### src/rtl/raster_pkg.sv
// Shared types and default geometry for the raster generator.
// HBLANK/VBLANK states exist only when RASTER_BLANKING_EN is defined.
package raster_pkg;

   localparam int H_ACTIVE_DEF = 12;
   localparam int V_ACTIVE_DEF = 8;
   localparam int H_BLANK_DEF  = 2;
   localparam int V_BLANK_DEF  = 4;

   typedef enum logic [1:0] {
      IDLE   = 2'd0,
      ACTIVE = 2'd1
`ifdef RASTER_BLANKING_EN
      ,
      HBLANK = 2'd2,
      VBLANK = 2'd3
`endif
   } state_t;

   // Bits needed to count 0..n-1, never less than one.
   function automatic int cnt_w(input int n);
      return (n <= 2) ? 1 : $clog2(n);
   endfunction

endpackage

### src/rtl/raster_counter.sv
// Wrap counter: counts 0..last on enable, then returns to 0.
// tc flags the terminal value; clear and reset both force zero.
module raster_counter #(
   parameter int W = 4
) (
   input  logic         clk,
   input  logic         reset,
   input  logic         clear,
   input  logic         enable,
   input  logic [W-1:0] last,
   output logic [W-1:0] count,
   output logic         tc
);

   assign tc = (count == last);

   always_ff @(posedge clk) begin
      if (reset || clear)
         count <= '0;
      else if (enable)
         count <= tc ? '0 : count + 1'b1;
   end

endmodule

### src/rtl/raster_gen.sv
// Raster coordinate generator with valid/ready handshake and frame flags.
// Optional line/frame blanking is compiled in with RASTER_BLANKING_EN.
module raster_gen
   import raster_pkg::*;
#(
   parameter int H_ACTIVE = H_ACTIVE_DEF,
   parameter int V_ACTIVE = V_ACTIVE_DEF,
   parameter int X_W      = 4,
   parameter int Y_W      = 4,
   parameter int H_BLANK  = H_BLANK_DEF,
   parameter int V_BLANK  = V_BLANK_DEF
) (
   input  logic           clk,
   input  logic           reset,
   input  logic           start,
   input  logic           stop,
   input  logic           continuous,
   input  logic           ready,
   output logic [X_W-1:0] x,
   output logic [Y_W-1:0] y,
   output logic           valid,
   output logic           sof,
   output logic           eol,
   output logic           eof,
   output logic           busy
);

   state_t state, state_nx;
   logic   xfer, x_tc, y_tc;

   assign xfer = valid && ready;

   // x and y only move on a transfer and wrap through their terminal compare.
   raster_counter #(.W(X_W)) u_x (
      .clk(clk), .reset(reset), .clear(stop), .enable(xfer),
      .last(X_W'(H_ACTIVE - 1)), .count(x), .tc(x_tc)
   );

   raster_counter #(.W(Y_W)) u_y (
      .clk(clk), .reset(reset), .clear(stop), .enable(xfer && x_tc),
      .last(Y_W'(V_ACTIVE - 1)), .count(y), .tc(y_tc)
   );

`ifdef RASTER_BLANKING_EN
   localparam int B_W = cnt_w((H_BLANK > V_BLANK) ? H_BLANK : V_BLANK);

   logic           in_blank, b_tc;
   logic [B_W-1:0] b_cnt, b_last;

   assign in_blank = (state == HBLANK) || (state == VBLANK);
   assign b_last   = (state == HBLANK) ? B_W'(H_BLANK - 1) : B_W'(V_BLANK - 1);

   // Held at zero outside blanking so each blank period starts fresh.
   raster_counter #(.W(B_W)) u_blank (
      .clk(clk), .reset(reset), .clear(stop || !in_blank), .enable(in_blank),
      .last(b_last), .count(b_cnt), .tc(b_tc)
   );
`endif

   always_ff @(posedge clk) begin
      if (reset)
         state <= IDLE;
      else
         state <= state_nx;
   end

   always_comb begin
      state_nx = state;
      case (state)
         IDLE:
            if (start) state_nx = ACTIVE;
         ACTIVE:
            if (xfer && x_tc) begin
`ifdef RASTER_BLANKING_EN
               if (!y_tc)
                  state_nx = HBLANK;
               else
                  state_nx = continuous ? VBLANK : IDLE;
`else
               if (y_tc)
                  state_nx = continuous ? ACTIVE : IDLE;
`endif
            end
`ifdef RASTER_BLANKING_EN
         HBLANK, VBLANK:
            if (b_tc) state_nx = ACTIVE;
`endif
         default:
            state_nx = IDLE;
      endcase
      if (stop) state_nx = IDLE;
   end

   always_comb begin
      valid = (state == ACTIVE);
      busy  = (state != IDLE);
      sof   = valid && (x == '0) && (y == '0);
      eol   = valid && x_tc;
      eof   = valid && x_tc && y_tc;
   end

endmodule

### config.mk
export PLATFORM = sky130hd
export DESIGN_NAME = raster_gen
export DESIGN_NICKNAME = d
export VERILOG_FILES = /design/src/rtl/raster_pkg.sv /design/src/rtl/raster_counter.sv /design/src/rtl/raster_gen.sv
export SDC_FILE = /design/constraint.sdc
export NUM_CORES = 1
export LEC_CHECK = 0
export ABC_AREA = 1
export CORE_AREA = 2 2 39 41
export DETAILED_ROUTE_END_ITERATION = 10
export DIE_AREA = 0 0 41 43
export GPL_ROUTABILITY_DRIVEN = 1
export PLACE_DENSITY = 0.72
export SLEW_MARGIN = 30
export SYNTH_ARGS = -nofsm -noshare
export SYNTH_HDL_FRONTEND = slang
export SYNTH_SLANG_ARGS = --single-unit
### constraint.sdc
create_clock -name clk -period 1.6 [get_ports clk]
set_clock_uncertainty 0.15 [all_clocks]
set_input_delay 0.32 -clock clk [delete_from_list [all_inputs] [get_ports clk]]
set_output_delay 0.32 -clock clk [all_outputs]
set_load 0.1 [all_outputs]
==> flow_summary.yaml <==
run_status:
  status: "finished, violations left"
  violations: "setup timing"
worst_setup_path:
  worstPathMaxFanout: 3
  worstPathRequired_ns: 1.13
  startpoint_type: "register"
  worstSetupEndpointType: "primary output"
  crit_type: "register to primary output"
  worstPathArrival_ns: 1.40
pwr:
  p_per_area_nw_per_um2: 442
  pwr-share-clk: 0.373
  finalPower_mw: 0.492
  leakage_nw: 0.482
  p_seq_frac: 0.441
  p_comb_frac: 0.186
  p_sw_frac: 0.294
  p_int_mw: 0.347
  p_sw_mw: 0.144
  peakVddDrop_mv: 0.392
floorplanning:
  num_rows: 14
  core-area_um2: 1380
  dieHeight_um: 43
  start_util: 0.377
  ioPinCount: 19
  die_w_um: 41
  die_area_um2: 1760
placed_design:
  placed_area_um2: 1020
  place_congestion: 0.781
  io_buffers: 18
  dp_hpwl_um: 1250
  dp_slack_ns: -0.0470
clock_network:
  holdBufCountCts: 0
  clk-insertion-delay-late_ns: 0.26
  cts_tree: "built"
  cts.sinks: 9
  clockBufferDepth: 2
  h-tree-depth: 1
  path_clk_slew_ns: 0.07
  cts_buffers: 3
  root_buffer: "clkbuf_4"
global_routing:
  grt_pass1_wl_um: 2440
  use_met2: 0.338
  antenna_found_initial: 0
  grt_overflow: 0
  gr-usage-met3: 0.0628
  use_met1: 0.235
  grt_usage: 0.212
  grt_max_degree: 8
  busiest_layer: "met2"
  first_global_vias: 569
final_layout:
  area_growth_pct: 113
  fin_area_um2: 1110
  final_cell_mix: "nand2_1 (17), buf_12 (13), buf_4 (13)"
  diodes: 0
  n_fill_cell: 82
  drive_above_1_share: 0.496
  mostFrequentLayoutCell: "nand2_1"
  final_util: 0.805
  nNetsFinal: 124
synth:
  avgSynthCellArea_um2: 6.78
  syn-instance-count: 77
  synth_nets: 87
  synth_cell_type_count: 16
  yosys_register_bits: 9
  ys_warn_count: 0
  synthesis.area_um2: 522
  seq_area_frac_synth: 0.345
detailed_routing:
  dr.pass1.iters: 4
  wirelength_um: 1660
  wire_per_inst_um: 12.9
  drt_iter0_markers: 6
  route.detailed.drc: 0
  vias: 603
  ant_nets: 0
  vias_per_cell: 4.67
sta:
  period_share: 1.17
  finalCriticalPeriod_ns: 1.87
  fmax_mhz: 535
  layout_setup_ws_ns: -0.270
  rsz0062_at_grt: "true"
  setup_viol: 3
  hold_viol_final: 0
  worst_pin_slew_ns: 0.288
  drv_slew: 0
  slew_headroom: 0.806
min_path:
  hp-class: "register to register"
flow_run:
  drv_cap: 0
## power by group through the flow
stage	Combinational, mW	Sequential [mW]	Clock (mW)
2_1_floorplan	0.0341	0.237	0
3_3_place_gp	0.0830	0.224	0
3_5_place_dp	0.0843	0.224	0
4_1_cts	0.0849	0.219	0.189
5_1_grt	0.0967	0.217	0.198
6_report	0.0917	0.217	0.183
## registers in the layout, summed over array words and instances, names as in the netlist
name,flops
state,1
u_y.count,4
u_x.count,4
## path summary, 6_finish.rpt
check / startpoint / endpoint / slack, ns / cells past startpoint
worst max register to register: u_x.count[0]$_SDFFE_PP0N_ / state[0]$_SDFFE_PP0P_ / 0.13 / 7
worst min-delay path: u_x.count[1]$_SDFFE_PP0N_ / u_x.count[1]$_SDFFE_PP0N_ / 0.35 / 2
worst min register to register: u_x.count[1]$_SDFFE_PP0N_ / u_x.count[1]$_SDFFE_PP0N_ / 0.35 / 2
worst max-delay path: u_y.count[0]$_SDFFE_PP0P_ / sof / -0.27 / 5
## final cells by class
class / count / area [µm²] / share of cell area
clock buffers: 4 / 26.3 / 0.0236
multi-input cells: 53 / 367 / 0.329
repair buffers: 33 / 430 / 0.387
inverters: 14 / 58.8 / 0.0528
flip-flops and latches: 9 / 211 / 0.190
well taps: 16 / 20.0 / 0.0180
## through the flow
step	instances	TNS [ns]	hold WS, ns
global route	129	-0.784	0.370
detailed placement	119	-0.189	0.338
finish	129	-0.606	0.351
global placement	119	-0.0508	0.336
floorplan	77	-1.88	0.355
CTS	125	-0.602	0.358
## repair_timing
action / in CTS / in global routing
gates resized for setup: 7 / 3
buffers inserted: 2 / 4
endpoints found under the setup margin: 3 / 3
pin swaps: 2 / 3
## synth_stat cells
master | number | area (µm²)
nor2_1 | 11 | 41.3
ha_1 | 4 | 50.1
nand2_1 | 20 | 75.1
nand3_2 | 1 | 10.0
nand4_1 | 2 | 12.5
nor4_1 | 2 | 12.5
inv_1 | 14 | 52.6
o21ai_0 | 2 | 10.0
o21ai_1 | 1 | 5.00
a21oi_1 | 4 | 20.0
nand3_1 | 2 | 10.0
nor2_4 | 1 | 11.3
buf_4 | 1 | 7.51
dfxtp_1 | 9 | 180
xor2_1 | 2 | 17.5
or2_2 | 1 | 6.26
## critical path: stages, from the launching register on
cell and delay, ns:
dfxtp_4 0.35, inv_1 0.07, ha_1 0.16, nand4_1 0.14
nor4_4 0.21, buf_12 0.21
## layer usage
metal / up-vias / wire length (µm)
li1: 310 / -
met3: 2 / 57
met1: 277 / 680
met4: 0 / 12
met2: 14 / 911
met5: - / 0
## cell families (layout without fill, tap and decap cells)
kind of cell             count (synthesis)  count (layout)  synth area share
adder cells (fa/ha/maj)                  4               4            0.0959
AND/OR/NAND/NOR                         40              40             0.343
flip-flops                               9               9             0.345
AO/OA/AOI/OAI                            7               7            0.0671
XOR/XNOR                                 2               2            0.0336
buffers and inverters                   15              51             0.115
No activity file was read; power rests on OpenSTA's default activity.
